File: config.mk
export PLATFORM = sky130hd
export DESIGN_NAME = ian_routine_scheduler
export DESIGN_NICKNAME = d
export VERILOG_FILES = /design/src/rtl/ian_routine_scheduler.sv
export SDC_FILE = /design/constraint.sdc
export NUM_CORES = 1
export LEC_CHECK = 0
export CORE_ASPECT_RATIO = 1.1
export CORE_MARGIN = 5
export CORE_UTILIZATION = 40
export CTS_CLUSTER_DIAMETER = 80
export DETAILED_ROUTE_END_ITERATION = 7
export PLACE_DENSITY = 0.69
export SLEW_MARGIN = 40
export SYNTH_ARGS = -nofsm -noshare
export SYNTH_HDL_FRONTEND = slang
export SYNTH_SLANG_ARGS = --single-unit
File: constraint.sdc
create_clock -name CLK -period 5.2 [get_ports CLK]
set_input_delay 1.04 -clock CLK [delete_from_list [all_inputs] [get_ports CLK]]
set_output_delay 1.04 -clock CLK [all_outputs]
set_load 0.1 [all_outputs]
File: src/rtl/ian_routine_scheduler.sv
// Routine arbiter in front of the condition tracker: sleep / food / iced-coffee sequencing.
// Latency: one cycle. A request sampled at edge t shows on the registered outputs after edge t.
// Backpressure: none. Requests are levels. Coffee blocked by food is held; requests during sleep and wake are dropped.
module ian_routine_scheduler #(
  parameter int SLEEP_THRESH    = 10,
  parameter int SLEEP_CYCLES    = 8,
  parameter int COFFEE_COOLDOWN = 5,
  parameter int MAX_COFFEE      = 3,
  parameter int CNT_W           = 8
) (
  input  logic       CLK,
  input  logic       RST_n,
  input  logic [6:0] condition,
  input  logic       food_req,
  input  logic       coffee_req,
  input  logic       sleep_req,
  output logic       sleep,
  output logic       Food,
  output logic       Iced_coffee,
  output logic       coffee_denied,
  output logic [1:0] state,
  output logic [1:0] coffee_count
);

  typedef enum logic [1:0] {
    ST_AWAKE    = 2'b00,
    ST_SLEEPING = 2'b01,
    ST_WAKE     = 2'b10
  } state_t;

  localparam logic [6:0]       L_THRESH     = 7'(SLEEP_THRESH);
  localparam logic [6:0]       L_FULL       = 7'd100;
  localparam logic [CNT_W-1:0] L_SLEEP_LOAD = CNT_W'(SLEEP_CYCLES - 1);
  localparam logic [CNT_W-1:0] L_COOL_LOAD  = CNT_W'(COFFEE_COOLDOWN);
  localparam logic [1:0]       L_MAX_COFFEE = 2'(MAX_COFFEE);

  state_t           r_state;
  logic             r_sleep;
  logic             r_food;
  logic             r_coffee;
  logic             r_denied;
  logic [1:0]       r_coffee_count;
  logic [CNT_W-1:0] r_sleep_ctr;
  logic [CNT_W-1:0] r_cooldown;

  logic [6:0]       w_cond;
  logic [CNT_W-1:0] w_cool_dec;
  logic             w_go_sleep;
  logic             w_coffee_ok;

  // Clamp the tracker value, then derive the decision terms used by the AWAKE arbitration.
  always_comb begin
    w_cond      = (condition > L_FULL) ? L_FULL : condition;
    w_cool_dec  = (r_cooldown != '0) ? (r_cooldown - 1'b1) : '0;
    w_go_sleep  = sleep_req || (w_cond <= L_THRESH);
    w_coffee_ok = (r_cooldown == '0) && (r_coffee_count < L_MAX_COFFEE) && (w_cond < L_FULL);
  end

  // Single FSM: state, sleep and cooldown counters, and all registered outputs.
  always_ff @(posedge CLK or negedge RST_n) begin
    if (!RST_n) begin
      r_state        <= ST_AWAKE;
      r_sleep        <= 1'b0;
      r_food         <= 1'b0;
      r_coffee       <= 1'b0;
      r_denied       <= 1'b0;
      r_coffee_count <= 2'd0;
      r_sleep_ctr    <= '0;
      r_cooldown     <= '0;
    end else begin
      // Grants are single-cycle pulses; the cooldown keeps draining in every state
      // unless a grant or the wake cycle overrides it below.
      r_food     <= 1'b0;
      r_coffee   <= 1'b0;
      r_denied   <= 1'b0;
      r_cooldown <= w_cool_dec;

      case (r_state)
        ST_AWAKE: begin
          if (w_go_sleep) begin
            r_state     <= ST_SLEEPING;
            r_sleep     <= 1'b1;
            r_sleep_ctr <= L_SLEEP_LOAD;
          end else if (food_req) begin
            // Food wins; a simultaneous coffee request stays pending, not denied.
            r_food <= 1'b1;
          end else if (coffee_req) begin
            if (w_coffee_ok) begin
              r_coffee       <= 1'b1;
              r_coffee_count <= r_coffee_count + 2'd1;
              r_cooldown     <= L_COOL_LOAD;
            end else begin
              r_denied <= 1'b1;
            end
          end
        end

        ST_SLEEPING: begin
          // sleep is already high from entry; stays high until the counter expires.
          if (r_sleep_ctr == '0) begin
            r_state        <= ST_WAKE;
            r_sleep        <= 1'b0;
            r_coffee_count <= 2'd0;
            r_cooldown     <= '0;
          end else begin
            r_sleep_ctr <= r_sleep_ctr - 1'b1;
          end
        end

        ST_WAKE: begin
          // One quiet cycle that starts a fresh wake period.
          r_state        <= ST_AWAKE;
          r_sleep        <= 1'b0;
          r_coffee_count <= 2'd0;
          r_cooldown     <= '0;
        end

        default: begin
          r_state <= ST_AWAKE;
          r_sleep <= 1'b0;
        end
      endcase
    end
  end

  // Outputs come straight from registers.
  always_comb begin
    sleep         = r_sleep;
    Food          = r_food;
    Iced_coffee   = r_coffee;
    coffee_denied = r_denied;
    state         = r_state;
    coffee_count  = r_coffee_count;
  end

endmodule

=== Yosys cells after proc, flatten, opt, wreduce, memory -nomap -nowiden ===
Cells that the tools add are included.

* Logic and storage cells: 72
* Input port bits: 12
* Flip-flop bits (word level): 24

* Reductions and logical operators: 12
* Add/subtract/negate cells: 3
* Magnitude comparators: 4
* Eq/ne operators: 9
* Muxes and demuxes: 36

{| class="wikitable"
|+ Operators by type and width
! operator !! count
|-
| $mux 8 || 8
|-
| $pmux 8 s3 || 1
|-
| $logic_not 8->1 || 2
|-
| $pmux 8 s2 || 1
|-
| $sub 8x1->8 const B || 2
|-
| $mux 1 || 15
|-
| $mux 2 || 7
|-
| $ne 2x2->1 const B || 7
|-
| $reduce_bool 8->1 || 1
|-
| $gt 7x7->1 const B || 1
|-
| $le 7x4->1 const B || 1
|-
| $lt 7x7->1 const B || 1
|-
| $mux 7 || 1
|-
| $pmux 2 s3 || 1
|-
| $reduce_and 6->1 || 1
|-
| $pmux 2 s2 || 1
|-
| $reduce_and 3->1 || 1
|-
| $reduce_bool 3->1 || 1
|-
| $add 2x1->2 const B || 1
|-
| $eq 2x1->1 const B || 1
|-
| $eq 2x2->1 const B || 1
|-
| $logic_and 1x1->1 || 2
|-
| $logic_not 2->1 || 1
|-
| $lt 2x2->1 const B || 1
|-
| 4 further kinds || 4
|}

=== Logic depth before layout (Yosys ltp) ===
* Depth after elaboration: 9
* Depth in mapped cells: 7
* Gate-level depth less buffers: 7

=== Worst setup path after synthesis ===
OpenSTA, ideal clock, no wires.

* Kind: input port to flip-flop
* From: input port condition[3]
* To: register r_coffee_count[1], in the netlist coffee_count[1]
* Arrival: 2.442 ns
* Stages on the path: 5
* Buffers on the path: 0
* Slack: 2.633 ns
* Data required time: 5.074 ns
* Cell sequence: o311ai_0 > nor4b_4 > nand4b_4 > a21o_1 > a221o_1

* Word-level cells in the longest chain between the ends: 6
* Elaborated cells on any way between the ends: 9
* Classes of those cells: order compare (3); eq/ne (2); mux (1); reduce/logical (3)

{| class="wikitable"
|+ Ends and longest elaborated chain
! item !! RTL line !! text
|-
| start, declared || 13 || <nowiki>input logic [6:0] condition,</nowiki>
|-
| $gt 7x7->1 || 53 || <nowiki>w_cond = (condition > L_FULL) ? L_FULL : condition;</nowiki>
|-
| $mux 7 * || 53 ||
|-
| $lt 7x7->1 or $le 7x4->1 (tied branches) || 56, 55 ||
|-
| $logic_and 1x1->1 or $logic_or 1x1->1 (tied branches) || 56, 55 ||
|-
| $ne 2x2->1 (no line) || -- ||
|-
| $reduce_and 6->1 (no line) * || -- ||
|-
| end signal, assigned || 90 || <nowiki>r_coffee_count <= r_coffee_count + 2'd1;</nowiki>
|-
| end, declared || 42 || <nowiki>logic [1:0] r_coffee_count;</nowiki>
|}

Mark *: on every way between the ends. The rest lies on a longest branch, timed or not.
A chain may end at the register's enable or synchronous reset.

=== Worst setup path in the final report ===
Ends and elaborated chain as after synthesis.

==> out/qor.txt <==
Post-synth EDFFs -> 0
Slew @ Worst Pin -> 764 ps
largest family of logic cells by synthesized area -> simple AND/OR/NAND/NOR gates
worst r2r dst -> coffee_count[1]
most frequent cell after synthesis -> dfrtp_1
Mean Syn Cell Area -> 10.2 sq um
ys flop type -> dfrtp_1
CTS H-tree depth -> 1
first-pass GRT wire length -> 4420 um
worst hold slack -> 548 ps
top sig layer -> met4
Post-DRT Antenna Nets -> 0
Synth Area in Adders -> 7.41%
Max-slew headroom -> 49.0%
vias in the first global route -> 1013
sequential-to-total area share from yosys stat -> 42.6%
Die ar. -> 4640 sq um
Syn Nets -> 152
worst min path class -> reg -> reg
Critical Path RT -> 5420 ps
Worst Hold Depth -> 1
multiplexer area fraction after synthesis -> 0.741%
RSZ-0062 raised after global routing -> no
pwr dens -> 590 nW/um^2
Crit path arrival time -> 3160 ps
final critical-path share of the clock period -> 56.7%
Cell variety after synth -> 44
critical path's slowest cell -> o311ai_0
fin nets -> 175
clock buffer depth -> 2
clock root cell -> clkbuf_4
First-pass DRT Iterations -> 4
die height -> 71.0 um
detailed-route wire length -> 2610 um
overall power -> 0.000921 W
crit path max fanout -> 7
hold_sp -> r_cooldown[0]
critical path class -> in -> reg
IO Pins -> 20
Sw Share -> 50.6%
Vias -> 1031
clk_lat worst skew -> 310 ps
layout cells sized above 1 -> 16.2%
initial core utilization -> 40.9%
Logic pwr share -> 58.2%
Final Hold Viols -> 0
peak supply drop -> 0.311 mV
Clock Power Share -> 9.1%
RD Place Congestion -> 0.806
hold_buf cts -> 0
cell count after synthesis -> 132
# setup viols final -> 0
Port Buffers -> 19
Fmax achieved -> 0.339 GHz
Clock Sink Count -> 23
clock-pin slew on the worst setup and hold paths -> 130 ps
PostCTS Resize Cnt -> 0
Synth Area in Simple Gates -> 26.6%
1st-iter DRT viols -> 33
Reg2Reg Depth -> 7
DR vias/cell -> 5.43
hpwl dp -> 2090 um
register area -> 576 sq um
max-slew violations -> 0
Synth Area in XOR/XNOR -> 5.19%
leakage -> 0.726 nW
WL per Instance -> 13.7 um
worst flop-to-flop path startpoint -> r_cooldown[0]
met1 WL -> 1200 um
compound-cell area share of the yosys netlist -> 14.4%
Hold Path End -> r_cooldown[0]
# fillers -> 310
Final TNS setup -> 0 ps
GRT Residual Overflow -> 0
initial antenna violation count -> 0
Setup crit start kind -> input port
outcome -> finished, final reports clean
area delta synth->final -> 15.6%
CTS tree -> yes
Max Cap Viol -> 0
Die Wd -> 65.4 um
top cells by count, synth -> dfrtp_1 (23), nor2_1 (21), inv_1 (9)
sw power -> 0.000466 W
YS warnings -> 0
Crit path largest cell delay -> 530 ps
Worst R2R Setup Slack -> 2850 ps
met3 routed WL -> 88 um
minimum clock period -> 2950 ps
Reg power frac -> 32.7%
Int Power -> 0.000455 W
# diodes -> 0
mapped cell area -> 1350 sq um
TritonCTS Buffers -> 3
Multi-input gate area -> 734 sq um
FF+latch count, synth -> 23
Total Routing Usage GR -> 12.0%
WL met2 -> 1290 um
largest net degree at the start of global routing -> 24
share of the synthesized area in the top cell type -> 42.6%
Core Region -> 3300 sq um
Setup Buffers After CTS -> 0
Layout Skew -> 9.49 ps
CP Capture Type -> flip-flop
top post-synthesis cells by area -> dfrtp_1 (43%), ha_1 (7.4%), nor2_1 (5.8%)
site row count -> 22
DRC -> 0
Critical Path, Cell by Cell -> clkdlybuf4s50_1 -> o311ai_0 -> nor4b_4 -> nand4b_4 -> a21o_1 -> a221o_1
async set-or-reset flop fraction in the synthesized netlist -> 100%
area leader, netlist -> dfrtp_1
==> metal layers <==
layer / GRT usage [%] / up-vias
met2: 20.5 / 13
met1: 14.9 / 495
met3: 2.22 / 4
li1: - / 519
met5: 0 / -
met4: 4.38 / 0
==> per-stage QoR <==
stage,instance area (sq um),worst slack (ps),cells,util (%)
after floorplan,1350,2630,132,-
after global placement,1580,2030,186,47.8
after detailed placement,1530,1910,186,46.4
after CTS,1560,2240,190,47.3
after global routing,1560,2120,190,47.3
final,1560,2250,190,47.3
==> cells in the final DEF, fill, tap and decap left out, types with 2 or more instances in the layout <==
cell,n
nor2_1,21
o22a_1,3
a21oi_1,8
buf_2,9
a21o_1,2
o22ai_1,2
nand4_1,2
nor2b_1,3
xnor2_1,2
dfrtp_1,23
nand2_1,4
nand3b_1,2
nand3_1,4
o21ai_0,2
clkbuf_4,3
o31ai_1,2
nor3b_1,2
xor2_1,6
ha_1,8
inv_1,9
a221o_1,2
clkdlybuf4s50_1,10
==> flip-flops by register name (all words and copies together), names as in the netlist <==
register / cells
coffee_denied: 1
r_sleep_ctr: 8
r_cooldown: 8
Food: 1
Iced_coffee: 1
coffee_count: 2
state: 2
==> power by group through the flow <==
stage                     sequential (W)  clock [W]  combinational [W]
after floorplan                 0.000395          0           0.000342
after detailed placement        0.000306          0           0.000538
after global placement          0.000301          0           0.000545
final                           0.000301  0.0000839           0.000536
after global routing            0.000310  0.0000955           0.000582
after CTS                       0.000302  0.0000878           0.000540
==> worst max path at each step <==
stage,endpoint,cells past startpoint,slack [ps],from
after global routing,coffee_count[1],6,2120,condition[3]
after detailed placement,coffee_count[1],6,1910,condition[4]
after CTS,coffee_count[1],6,2240,condition[4]
final,coffee_count[1],6,2250,condition[3]
after global placement,coffee_count[1],6,2030,condition[4]
after floorplan,coffee_count[1],5,2630,condition[3]
==> critical path: cells and delay by family <==
family | cells | cell delay (ps)
compound gates | 3 | 1110
simple gates | 2 | 560
buf+inv | 1 | 450
==> area by class of cell <==
class                      count  area share (%)
timing repair buffer          19            9.29
multi-input combinational     99            47.0
sequential                    23            36.9
tap                           36            2.88
clock buffer                   3            1.44
inverter                       9            2.16
clock inverter                 1           0.321
==> cells by family (layout without fill, tap and decap cells) <==
family          Yosys count  count (layout)
simple gates             56              56
compound gates           26              26
flops                    23              23
buf+inv                  10              32
fa+ha+maj                 8               8
xor+xnor                  8               8
mux                       1               1
No activity file was read; power rests on OpenSTA's default activity.
